===== src/rtl/otp_stream_if.sv =====
// Valid/ready word stream bundle for the keystream engine: message input side and cipher output side.
interface otp_stream_if #(
    parameter int DATA_W = 8
);
    logic              in_valid;
    logic              in_ready;
    logic [DATA_W-1:0] in_data;
    logic              out_valid;
    logic              out_ready;
    logic [DATA_W-1:0] out_data;

    // master: the surrounding source/sink; slave: the engine
    modport master (
        output in_valid, in_data, out_ready,
        input  in_ready, out_valid, out_data
    );
    modport slave (
        input  in_valid, in_data, out_ready,
        output in_ready, out_valid, out_data
    );
endinterface


===== src/rtl/otp_stream_engine.sv =====
// One-time-pad stream engine: Galois LFSR keystream XORed onto a valid/ready word stream,
// with key warm-up, back-pressure and a per-key accepted-word counter.
module otp_stream_engine #(
    parameter int                DATA_W = 8,
    parameter int                LFSR_W = 16,
    parameter logic [LFSR_W-1:0] TAPS   = 16'hB400,
    parameter int                WARMUP = 4,
    parameter int                CNT_W  = 16
) (
    input  logic              clk,
    input  logic              reset,
    input  logic              key_load,
    input  logic [LFSR_W-1:0] key,
    otp_stream_if.slave       s,
    output logic              keyed,
    output logic [CNT_W-1:0]  word_count
);
    localparam int WW = (WARMUP > 1) ? $clog2(WARMUP) : 1;

    typedef enum logic [1:0] {IDLE, KEYING, RUN} state_t;

    state_t            state_reg;
    logic [LFSR_W-1:0] lfsr_reg;
    logic [DATA_W-1:0] out_data_reg;
    logic              out_valid_reg;
    logic [CNT_W-1:0]  count_reg;
    logic [WW-1:0]     warm_reg;

    logic [LFSR_W-1:0] lfsr_next;
    logic [LFSR_W-1:0] key_seed;
    logic [DATA_W-1:0] keystream;
    logic              in_ready_w;
    logic              in_fire;

    // One keystream word consumes DATA_W single-bit Galois steps, flattened into one cycle.
    function automatic logic [LFSR_W-1:0] advance_word(input logic [LFSR_W-1:0] s_in);
        logic [LFSR_W-1:0] st;
        st = s_in;
        for (int i = 0; i < DATA_W; i++) begin
            if (st[0])
                st = (st >> 1) ^ TAPS;
            else
                st = st >> 1;
        end
        return st;
    endfunction

    assign lfsr_next  = advance_word(lfsr_reg);
    assign keystream  = lfsr_reg[DATA_W-1:0];
    // An all-zero LFSR never leaves zero, so a zero key is promoted to 1.
    assign key_seed   = (key == '0) ? LFSR_W'(1) : key;
    assign in_ready_w = (state_reg == RUN) && !key_load && !reset
                        && (!out_valid_reg || s.out_ready);
    assign in_fire    = s.in_valid && in_ready_w;

    assign s.in_ready  = in_ready_w;
    assign s.out_valid = out_valid_reg;
    assign s.out_data  = out_data_reg;
    assign keyed       = (state_reg == RUN);
    assign word_count  = count_reg;

    always_ff @(posedge clk) begin
        if (reset) begin
            state_reg     <= IDLE;
            lfsr_reg      <= '0;
            out_data_reg  <= '0;
            out_valid_reg <= 1'b0;
            count_reg     <= '0;
            warm_reg      <= '0;
        end else if (key_load) begin
            lfsr_reg      <= key_seed;
            out_valid_reg <= 1'b0;
            count_reg     <= '0;
            warm_reg      <= '0;
            state_reg     <= (WARMUP > 0) ? KEYING : RUN;
        end else begin
            case (state_reg)
                KEYING: begin
                    lfsr_reg <= lfsr_next;
                    warm_reg <= warm_reg + 1'b1;
                    if (int'(warm_reg) == WARMUP - 1)
                        state_reg <= RUN;
                end
                RUN: begin
                    if (in_fire) begin
                        out_data_reg  <= s.in_data ^ keystream;
                        out_valid_reg <= 1'b1;
                        lfsr_reg      <= lfsr_next;
                        count_reg     <= count_reg + 1'b1;
                    end else if (out_valid_reg && s.out_ready) begin
                        out_valid_reg <= 1'b0;
                    end
                end
                default: ;
            endcase
        end
    end
endmodule


===== src/flat_wrapper.sv =====
// flat-port wrapper written by rule: the top's interface ports become plain ports
module otp_stream_engine_flat 
#(
    parameter int                DATA_W = 8,
    parameter int                LFSR_W = 16,
    parameter logic [LFSR_W-1:0] TAPS   = 16'hB400,
    parameter int                WARMUP = 4,
    parameter int                CNT_W  = 16
)
  (clk, reset, key_load, key, keyed, word_count, s_in_valid, s_in_data, s_out_ready, s_in_ready, s_out_valid, s_out_data);
  otp_stream_if #(.DATA_W(DATA_W)) s_i ();
  input  logic clk;
  input  logic reset;
  input  logic key_load;
  input  logic [LFSR_W-1:0] key;
  output logic keyed;
  output logic [CNT_W-1:0] word_count;
  input wire logic [$bits(s_i.in_valid)-1:0] s_in_valid;
  input wire logic [$bits(s_i.in_data)-1:0] s_in_data;
  input wire logic [$bits(s_i.out_ready)-1:0] s_out_ready;
  output wire logic [$bits(s_i.in_ready)-1:0] s_in_ready;
  output wire logic [$bits(s_i.out_valid)-1:0] s_out_valid;
  output wire logic [$bits(s_i.out_data)-1:0] s_out_data;
  assign s_i.in_valid = s_in_valid;
  assign s_i.in_data = s_in_data;
  assign s_i.out_ready = s_out_ready;
  assign s_in_ready = s_i.in_ready;
  assign s_out_valid = s_i.out_valid;
  assign s_out_data = s_i.out_data;
  otp_stream_engine #(.DATA_W(DATA_W), .LFSR_W(LFSR_W), .TAPS(TAPS), .WARMUP(WARMUP), .CNT_W(CNT_W)) u_core (.clk(clk), .reset(reset), .key_load(key_load), .key(key), .s(s_i), .keyed(keyed), .word_count(word_count));
endmodule

===== config.mk =====
export PLATFORM = sky130hd
export DESIGN_NAME = otp_stream_engine_flat
export DESIGN_NICKNAME = d
export VERILOG_FILES = /design/src/rtl/otp_stream_if.sv /design/src/rtl/otp_stream_engine.sv /design/src/flat_wrapper.sv
export SDC_FILE = /design/constraint.sdc
export NUM_CORES = 1
export LEC_CHECK = 0
export ABC_CLOCK_PERIOD_IN_PS = 3500
export BUFFER_PORTS_ARGS = -buffer_cell sky130_fd_sc_hd__buf_2
export CAP_MARGIN = 20
export CORE_MARGIN = 4
export CORE_UTILIZATION = 30
export DETAILED_ROUTE_END_ITERATION = 8
export GPL_ROUTABILITY_DRIVEN = 0
export PLACE_DENSITY_LB_ADDON = 0.25
export SLEW_MARGIN = 20
export SYNTH_ARGS = -nofsm -noshare
export SYNTH_HDL_FRONTEND = slang
export SYNTH_SLANG_ARGS = --single-unit

===== constraint.sdc =====
create_clock -name clk -period 3.5 [get_ports clk]
set_input_delay 0.7 -clock clk [delete_from_list [all_inputs] [get_ports clk]]
set_output_delay 0.7 -clock clk [all_outputs]
set_load 0.005 [all_outputs]

==> results.py, run 1 <==
metrics = {
    "power_and_ir_drop": {
        "p_leak_nw": 1.04,
        "powerDensity_nw_per_um2": 384,
        "irDropWorstVdd_mv": 0.196,
    },
    "setup_path": {
        "cp.buffers_inverters": 2,
        "crit_path_cell_trace": "buf_2 -> or2_1 -> buf_4 -> or4_1 -> or3_1 -> a21oi_1",
        "cp-end-kind": "register",
        "cp_slowest_cell": "or4_1",
        "required_ns": 3.74,
        "path_max_fanout": 19,
        "cpLargestDelayFamily": "simple AND/OR/NAND/NOR gates",
        "slowest_delay_ns": 0.64,
        "arrival_ns": 2.67,
        "worstSetupPathType": "in2reg",
        "rr_startpoint": "u_core.state_reg[1]$_SDFFE_PP0P_",
        "cp-startpoint": "key_load",
        "startpoint_type": "input pin",
    },
    "clock_network": {
        "cts_sinks": 45,
        "cts_root_buf": "clkbuf_8",
        "cts_buffers": 5,
        "clkLatencyLatePin_ns": 0.30,
        "clk_pin_slew_worst_paths_ns": 0.09,
        "cts_resized": 0,
        "htreeDepth": 2,
        "cts_hold_buf": 0,
        "ctsLongestPathBuffers": 2,
        "post-cts-setup-buffers": 0,
        "tritoncts": "done",
    },
    "sta": {
        "fmax_mhz": 411,
        "setup_violations": 0,
        "slew_viol_final": 0,
        "skew_ns": 0.00641,
        "hold_viol": 0,
        "post-route-period-util_pct": 69.5,
        "period_needed_ns": 2.43,
        "tightest_slew_ns": 0.719,
        "rsz0062_at_grt": "false",
        "relSlewSlack_pct": 51.8,
        "fin_setup_tns_ns": 0,
    },
    "global_routing": {
        "antenna_found_initial": 0,
        "grt_use_total_pct": 13.2,
        "grt-ovfl-total": 0,
        "grt_first_pass_wirelength_um": 9420,
        "grt_max_degree": 21,
        "grt_pass1_vias": 1983,
    },
    "placed_design": {
        "place_inst": 403,
        "port_buffers": 55,
        "place_hpwl_um": 4310,
    },
    "logic_synthesis": {
        "synthFlopType": "dfxtp_1",
        "ys_ff_latch": 45,
        "async_flop_share_pct": 0,
        "syn_nets": 298,
        "synth_area_per_cell_um2": 8.57,
        "muxShareOfSynthArea_pct": 2.63,
        "syn_area_um2": 2290,
        "synth_fa_ha_area_share_pct": 1.09,
        "synthCells": 267,
        "yosysWarningCount": 0,
        "synth_edf_count": 0,
        "synthXorXnorAreaFrac_pct": 13.0,
        "synth-simple-area-share_pct": 20.6,
        "synth-compound-area-share_pct": 18.1,
        "synth_cell_types": 42,
        "synth_seq_area_share_pct": 39.4,
        "synth_top_family_by_area": "simple AND/OR/NAND/NOR gates",
    },
    "detailed_routing": {
        "wl_um": 5760,
        "num_vias": 2044,
        "wl_per_cell_um": 14.0,
        "antenna_left": 0,
        "drt_iter0_drc": 79,
        "route.detailed.drc": 0,
        "viasPerCell": 4.97,
        "firstDrtPassIters": 4,
    },
    "final_layout": {
        "syn_to_final_growth_pct": 18.5,
        "drive_above_1_share_pct": 22.8,
        "finalNetCount": 342,
        "fin_cells": 411,
        "diodes": 0,
    },
    "floorplan": {
        "die_y_um": 95.3,
        "start_util_pct": 31.2,
        "coreArea_um2": 7330,
        "ios": 56,
        "dieArea_um2": 9080,
        "die_w_um": 95.3,
        "rows": 31,
    },
    "status": {
        "status": "complete, no violations",
    },
    "min_path": {
        "min_from": "u_core.lfsr_reg[10]$_SDFFE_PP0P_",
        "hold_class": "reg2reg",
    },
    "flow_run": {
        "cap_violations": 0,
    },
}
final cells by class:
| class | count | area [µm²] |
|---|---|---|
| flip-flops and latches | 45 | 901 |
| inverters | 4 | 15.0 |
| fillers | 801 | 4620 |
| well taps | 99 | 124 |
| multi-input cells | 195 | 1270 |
| repair buffers | 60 | 313 |
| clock inverters | 3 | 22.5 |
| clock buffers | 5 | 68.8 |
where the power goes:
| group | total (W) | internal [W] | switching (W) | leakage [nW] |
|---|---|---|---|---|
| Sequential | 0.000560 | 0.000532 | 0.0000280 | 0.367 |
| Clock | 0.000331 | 0.000140 | 0.000190 | 0.0364 |
| Combinational | 0.000150 | 0.0000764 | 0.0000739 | 0.633 |
stage by stage:
stage	hold WS, ns	area, µm²	utilization [%]	power (W)	setup slack [ns]
3_3_place_gp	0.449	2620	35.7	0.000721	0.796
5_1_grt	0.504	2710	37.0	0.00110	0.964
4_1_cts	0.464	2710	37.0	0.00105	1.07
2_1_floorplan	0.431	2290	-	0.000681	0.988
6_report	0.460	2710	37.0	0.00104	1.07
3_5_place_dp	0.451	2620	35.7	0.000723	0.746
kinds of logic after synthesis:
logic type,after synthesis
flops,45
buf+inv,27
xor+xnor,34
compound gates,63
simple gates,90
fa+ha+maj,2
mux,6
cell usage after synthesis (2+ instances only):
cell type / n / share of area [%]
o221ai_1: 7 / 2.7
clkbuf_1: 18 / 3.0
nor4_1: 5 / 1.4
inv_1: 4 / 0.66
a211oi_1: 9 / 3.0
nand2_1: 25 / 4.1
nor2b_1: 3 / 0.82
nand3b_1: 2 / 0.66
or4_1: 6 / 2.0
a31oi_1: 2 / 0.55
nand2b_1: 5 / 1.4
o211ai_1: 4 / 1.3
xor2_1: 9 / 3.4
ha_1: 2 / 1.1
a21oi_1: 20 / 4.4
buf_6: 2 / 0.98
nor2_1: 19 / 3.1
o21ai_0: 10 / 2.2
or3_1: 5 / 1.4
xnor2_1: 25 / 9.6
dfxtp_1: 45 / 39
nand3_1: 5 / 1.1
nand4_1: 7 / 1.9
o31ai_1: 5 / 1.6
mux2i_1: 6 / 2.6
placed cells by master, fill, tap and decap left out, drive strengths merged, types with 2 or more instances in the layout:
cell      synthesis  routed
dfxtp            45      45
nand3             5       5
clkbuf           19       5
xor2              9       9
buf               4      60
nor2b             3       3
or4               7       7
o21ai            10      10
nand2b            5       5
a21oi            20      20
or3               5       5
o211ai            4       4
o221ai            7       7
or2               2       2
nand2            25      25
mux2i             6       6
xnor2            25      25
o31ai             5       5
a31oi             2       2
nor2             19      19
ha                2       2
a211oi            9       9
nand3b            2       2
nand4             7       7
clkinvlp          0       3
nor4              5       5
inv               4       4
metal layers:
metal | track usage [%] | wire (µm) | up-vias
met3 | 4.34 | 449 | 2
met4 | 2.88 | 27 | 0
met1 | 16.3 | 2580 | 941
met5 | 0 | 0 | -
met2 | 22.2 | 2700 | 59
li1 | - | - | 1042
worst reg2reg max path: cells and delay by family, from the launching register on:
kind             cells  cell delay, ns
AND/OR/NAND/NOR      3            1.35
flip-flops           1            0.41
AO/OA/AOI/OAI        1            0.16
final timing paths:
path	endpoint	slack, ns	cells past startpoint
setup / recovery	u_core.word_count[6]$_SDFFE_PP0P_	1.07	6
hold reg to reg	u_core.lfsr_reg[10]$_SDFFE_PP0P_	0.46	2
hold / removal	u_core.lfsr_reg[10]$_SDFFE_PP0P_	0.46	2
setup reg to reg	u_core.word_count[11]$_SDFFE_PP0P_	1.50	4
No activity file was read; power rests on OpenSTA's default activity.
==> inputs of run 2 (changes only) <==
--- a/config.mk
+++ b/config.mk
@@ -5,7 +5,8 @@
 export SDC_FILE = /design/constraint.sdc
 export NUM_CORES = 1
 export LEC_CHECK = 0
-export ABC_CLOCK_PERIOD_IN_PS = 3500
+export ABC_AREA = 1
+export ABC_CLOCK_PERIOD_IN_PS = 2100
 export BUFFER_PORTS_ARGS = -buffer_cell sky130_fd_sc_hd__buf_2
 export CAP_MARGIN = 20
 export CORE_MARGIN = 4
==> constraint.sdc (replaced) <==
create_clock -name clk -period 2.1 [get_ports clk]
set_input_delay 0.42 -clock clk [delete_from_list [all_inputs] [get_ports clk]]
set_output_delay 0.42 -clock clk [all_outputs]
set_load 0.005 [all_outputs]
==> results.py, run 2 <==
metrics = {
    "logic_synthesis": {
        "syn_area_um2": 2510,
        "synth_edf_count": 0,
        "synth_top_area_share_pct": 35.9,
        "synthCells": 356,
        "synth-compound-area-share_pct": 14.2,
        "synthFlopType": "dfxtp_1",
        "synthXorXnorAreaFrac_pct": 9.42,
        "synth_seq_area_share_pct": 35.9,
        "synth_top_family_by_area": "simple AND/OR/NAND/NOR gates",
        "synth_area_leader_cell": "dfxtp_1",
        "muxShareOfSynthArea_pct": 0.399,
        "async_flop_share_pct": 0,
        "synth_fa_ha_area_share_pct": 0.997,
        "syn_nets": 387,
        "synth_cell_types": 27,
        "synth_area_per_cell_um2": 7.05,
        "yosys-top-cells-area": "dfxtp_1 (36%), nand2_1 (11%), nor2_1 (8.5%)",
        "synth-simple-area-share_pct": 30.1,
        "ys_ff_latch": 45,
        "synth_commonest_cells": "nand2_1 (76), nor2_1 (57), dfxtp_1 (45)",
        "yosysWarningCount": 0,
        "synth_most_common_cell": "nand2_1",
    },
    "setup_path": {
        "cp_slowest_cell": "nor2_4",
        "slowest_delay_ns": 0.29,
        "required_ns": 1.68,
        "path_max_fanout": 12,
        "cp_common_cell": "buf_2",
        "cp-end-kind": "primary output",
        "cp.buffers_inverters": 3,
        "crit_path_cell_trace": "buf_2 -> nor2_4 -> nand3_2 -> inv_1 -> buf_2",
        "cpLargestDelayFamily": "simple AND/OR/NAND/NOR gates",
        "rr_worst_depth": 7,
        "path_depth": 5,
        "startpoint_type": "input pin",
        "worstSetupPathType": "in2out",
        "arrival_ns": 1.16,
    },
    "power_and_ir_drop": {
        "p_leak_nw": 1.24,
        "p_sw_share_pct": 29.0,
        "power_frac_comb_pct": 15.9,
        "p_int_w": 0.00124,
        "irDropWorstVdd_mv": 0.237,
        "powerDensity_nw_per_um2": 599,
        "p_clk_share_pct": 30.5,
        "total_power_w": 0.00174,
        "p_seq_share_pct": 53.6,
        "p_sw_w": 0.000505,
    },
    "floorplan": {
        "rows": 33,
        "die_w_um": 99.5,
        "die_y_um": 99.5,
        "coreArea_um2": 8180,
        "dieArea_um2": 9900,
        "ios": 56,
        "start_util_pct": 30.7,
    },
    "global_routing": {
        "grt_use_total_pct": 12.7,
        "antenna_found_initial": 0,
        "grt_first_pass_wirelength_um": 10200,
        "grt_max_degree": 26,
        "grt-ovfl-total": 0,
        "grt_pass1_vias": 2197,
    },
    "detailed_routing": {
        "route.detailed.drc": 0,
        "firstDrtPassIters": 4,
        "viasPerCell": 4.57,
        "num_vias": 2325,
        "wl_per_cell_um": 12.0,
        "antenna_left": 0,
        "drt_iter0_drc": 79,
        "wl_um": 6120,
    },
    "clock_network": {
        "tritoncts": "done",
        "htreeDepth": 2,
        "post-cts-setup-buffers": 0,
        "cts_hold_buf": 0,
        "cts_root_buf": "clkbuf_8",
        "cts_sinks": 45,
        "clk_pin_slew_worst_paths_ns": 0.08,
        "clkLatencyLatePin_ns": 0.30,
        "cts_buffers": 5,
        "ctsLongestPathBuffers": 2,
        "cts_resized": 0,
    },
    "final_layout": {
        "syn_to_final_growth_pct": 15.7,
        "finalNetCount": 434,
        "fill_cells": 915,
        "final_cell_mix": "nand2_1 (76), nor2_1 (57), buf_2 (55)",
        "diodes": 0,
        "mostFrequentLayoutCell": "nand2_1",
        "drive_above_1_share_pct": 21.3,
        "fin_cells": 509,
    },
    "placed_design": {
        "place_hpwl_um": 4600,
        "pre_cts_ws_ns": 0.307,
        "place_inst": 501,
        "port_buffers": 55,
    },
    "sta": {
        "rsz0062_at_grt": "false",
        "fin_setup_tns_ns": 0,
        "hold_ws_ns": 0.339,
        "fmax_mhz": 632,
        "relSlewSlack_pct": 72.0,
        "setup_violations": 0,
        "period_needed_ns": 1.58,
        "skew_ns": 0.0111,
        "tightest_slew_ns": 0.419,
        "post-route-period-util_pct": 75.3,
        "slew_viol_final": 0,
        "fin_ws_ns": 0.518,
        "hold_viol": 0,
    },
    "status": {
        "status": "complete, no violations",
    },
    "flow_run": {
        "cap_violations": 0,
    },
    "min_path": {
        "hold_depth": 2,
        "hold_class": "in2reg",
    },
}
run 2: area by class of cell:
type	instances	area (µm²)	area share, %
clock buffer	6	72.6	2.50
multi-input combinational	265	1390	47.7
inverter	27	101	3.49
timing repair buffer	59	305	10.5
clock inverter	2	10.0	0.344
sequential	45	901	31.0
tap	105	131	4.52
run 2: cell families after synthesis:
group                    after synthesis
AND/OR/NAND/NOR                      169
AO/OA/AOI/OAI                         66
buffers and inverters                 46
flip-flops                            45
XOR/XNOR                              27
adder cells (fa/ha/maj)                2
multiplexers                           1
run 2: final timing paths:
kind,slack [ns],end,from
worst max-delay path,0.52,s_in_ready,key_load
worst max register to register,0.56,u_core.lfsr_reg[3]$_SDFFE_PP0P_,u_core.state_reg[0]$_SDFFE_PP0P_
worst min register to register,0.47,u_core.warm_reg[0]$_SDFFE_PP0N_,u_core.warm_reg[0]$_SDFFE_PP0N_
worst min-delay path,0.34,u_core.state_reg[0]$_SDFFE_PP0P_,reset
run 2: layer usage:
layer  global-route usage (%)  routed length, µm  vias to the layer above
li1                         -                  -                     1229
met1                     16.4               2920                     1033
met2                     21.3               2830                       61
met3                     2.52                328                        2
met4                     4.10                 42                        0
met5                        0                  0                        -
run 2: power by group through the flow:
stage	Combinational, W	Clock, W	Sequential (W)
after global routing	0.000320	0.000593	0.000940
after CTS	0.000279	0.000563	0.000934
after floorplan	0.000240	0	0.000920
after global placement	0.000276	0	0.000953
after detailed placement	0.000278	0	0.000954
final	0.000277	0.000531	0.000934
run 2: per-stage QoR:
step                      cell area (µm²)  util (%)
after floorplan                      2510         -
after global placement               2820      34.5
after detailed placement             2820      34.5
after CTS                            2910      35.6
after global routing                 2910      35.6
final                                2910      35.6
==> inputs of run 3 (changes only) <==
--- a/config.mk
+++ b/config.mk
@@ -6,7 +6,7 @@
 export NUM_CORES = 1
 export LEC_CHECK = 0
 export ABC_AREA = 1
-export ABC_CLOCK_PERIOD_IN_PS = 2100
+export ABC_CLOCK_PERIOD_IN_PS = 1400
 export BUFFER_PORTS_ARGS = -buffer_cell sky130_fd_sc_hd__buf_2
 export CAP_MARGIN = 20
 export CORE_MARGIN = 4
==> constraint.sdc (replaced) <==
create_clock -name clk -period 1.4 [get_ports clk]
set_input_delay 0.28 -clock clk [delete_from_list [all_inputs] [get_ports clk]]
set_output_delay 0.28 -clock clk [all_outputs]
set_load 0.005 [all_outputs]
==> results.py, run 3 (synthesized netlist as in run 2, its figures left out) <==
metrics = {
    "final_layout": {
        "final_cell_mix": "nand2_1 (74), nor2_1 (55), buf_2 (55)",
        "fill_cells": 908,
        "multi_input_comb_area_um2": 1420,
        "finalNetCount": 455,
        "syn_to_final_growth_pct": 25.8,
        "mostFrequentLayoutCell": "nand2_1",
        "diodes": 0,
        "fin_cells": 530,
        "regArea_um2": 905,
        "drive_above_1_share_pct": 28.0,
    },
    "clock_network": {
        "cts_root_buf": "clkbuf_8",
        "ctsLongestPathBuffers": 2,
        "clk_pin_slew_worst_paths_ns": 0.08,
        "tritoncts": "done",
        "clkLatencyLatePin_ns": 0.30,
        "cts_buffers": 5,
        "htreeDepth": 2,
        "cts_sinks": 45,
    },
    "detailed_routing": {
        "wl_per_cell_um": 11.8,
        "viasPerCell": 4.52,
        "antenna_left": 0,
        "num_vias": 2397,
        "route.detailed.drc": 0,
        "met3_length_um": 283,
        "wl_um": 6280,
        "dr_wl_met2_um": 2860,
        "highest_layer": "met4",
        "met1_length_um": 3070,
        "firstDrtPassIters": 4,
        "drt_iter0_drc": 123,
    },
    "power_and_ir_drop": {
        "p_sw_w": 0.000774,
        "p_seq_share_pct": 50.2,
        "total_power_w": 0.00277,
        "powerDensity_nw_per_um2": 876,
        "p_int_w": 0.00199,
        "p_leak_nw": 1.37,
        "p_sw_share_pct": 28.0,
        "power_frac_comb_pct": 17.2,
        "p_clk_share_pct": 32.5,
        "irDropWorstVdd_mv": 0.337,
    },
    "global_routing": {
        "grt_max_degree": 25,
        "grt_use_total_pct": 13.0,
        "grt_pass1_vias": 2287,
        "antenna_found_initial": 0,
        "grt_first_pass_wirelength_um": 10600,
        "grt-ovfl-total": 0,
    },
    "setup_path": {
        "required_ns": 1.12,
        "path_max_fanout": 3,
        "slowest_delay_ns": 0.34,
        "cp-end-kind": "primary output",
        "worstSetupPathType": "reg2out",
        "cp_common_cell": "inv_2",
        "startpoint_type": "register",
        "arrival_ns": 1.08,
        "cp_slowest_cell": "dfxtp_2",
        "crit_path_cell_trace": "inv_2 -> nor2_4 -> nand3_2 -> inv_2 -> buf_2",
    },
    "placed_design": {
        "port_buffers": 55,
        "place_hpwl_um": 4910,
        "pre_cts_ws_ns": -0.0000533,
        "place_inst": 517,
    },
    "sta": {
        "relSlewSlack_pct": 72.1,
        "period_needed_ns": 1.36,
        "fin_ws_ns": 0.0414,
        "post-route-period-util_pct": 97.0,
        "setup_violations": 0,
        "rsz0062_at_grt": "true",
        "tightest_slew_ns": 0.418,
        "fmax_mhz": 736,
        "skew_ns": 0.0119,
        "hold_ws_ns": 0.197,
        "hold_viol": 0,
        "slew_viol_final": 0,
    },
    "floorplan": {
        "rows": 33,
        "start_util_pct": 30.7,
        "ios": 56,
        "die_y_um": 99.5,
        "dieArea_um2": 9900,
        "coreArea_um2": 8180,
        "die_w_um": 99.5,
    },
    "flow_run": {
        "cap_violations": 0,
    },
    "status": {
        "status": "complete, no violations",
    },
    "min_path": {
        "hold_class": "in2reg",
    },
}
==> run 3: changes by cell type in the layout (fill, tap and decap cells not counted), moves of 3 or more <==
| cell | delta |
|---|---|
| dfxtp_1 | -3 |
| buf_12 | +3 |
| dfxtp_2 | +3 |
| buf_4 | +18 |
| nor2_4 | +3 |
==> run 3: critical path, delay by kind of cell (launching register included) <==
| kind | cells | cell delay, ns |
|---|---|---|
| AND/OR/NAND/NOR | 2 | 0.23 |
| buffers and inverters | 3 | 0.21 |
| flip-flops | 1 | 0.34 |
==> run 3: final timing paths <==
kind,startpoint,to,slack (ns),cells after the start
max,u_core.state_reg[1]$_SDFFE_PP0P_,s_in_ready,0.04,5
min,reset,u_core.state_reg[0]$_SDFFE_PP0P_,0.20,2
max reg2reg,u_core.state_reg[1]$_SDFFE_PP0P_,u_core.lfsr_reg[4]$_SDFFE_PP0P_,0.04,8
min reg2reg,u_core.state_reg[1]$_SDFFE_PP0P_,u_core.state_reg[1]$_SDFFE_PP0P_,0.50,2
==> run 3: timing repair <==
action                                  in CTS  in global routing
resized for setup                            4                 10
hold buffers                                 0                  0
pin swaps                                    1                  4
buffers inserted                             2                  3
endpoints found under the setup margin       1                 20
==> run 3: power by group through the flow <==
stage / Clock, W / Sequential [W] / Combinational, W
finish: 0.000900 / 0.00139 / 0.000477
global route: 0.000974 / 0.00140 / 0.000541
CTS: 0.000934 / 0.00139 / 0.000479
detailed placement: 0 / 0.00142 / 0.000476
global placement: 0 / 0.00141 / 0.000471
floorplan: 0 / 0.00138 / 0.000361
==> run 3: metrics by stage <==
step | util [%] | area [µm²] | TNS [ns]
global route | 38.6 | 3160 | -0.428
CTS | 37.9 | 3100 | 0
floorplan | - | 2510 | 0
global placement | 36.5 | 2980 | 0
detailed placement | 36.5 | 2980 | -0.0000533
finish | 38.6 | 3160 | 0
==> run 3: final cells by class <==
cell class	count	area share, %
tap	105	4.16
timing repair buffer	80	15.8
clock buffer	7	3.05
inverter	27	3.21
sequential	45	28.6
clock inverter	1	0.158
multi-input combinational	265	45.0
==> run 3: metal layers <==
metal | vias up | GRT usage, %
met3 | 5 | 2.52
met4 | 0 | 2.84
met5 | - | 0
met2 | 48 | 21.9
met1 | 1081 | 17.3
li1 | 1263 | -
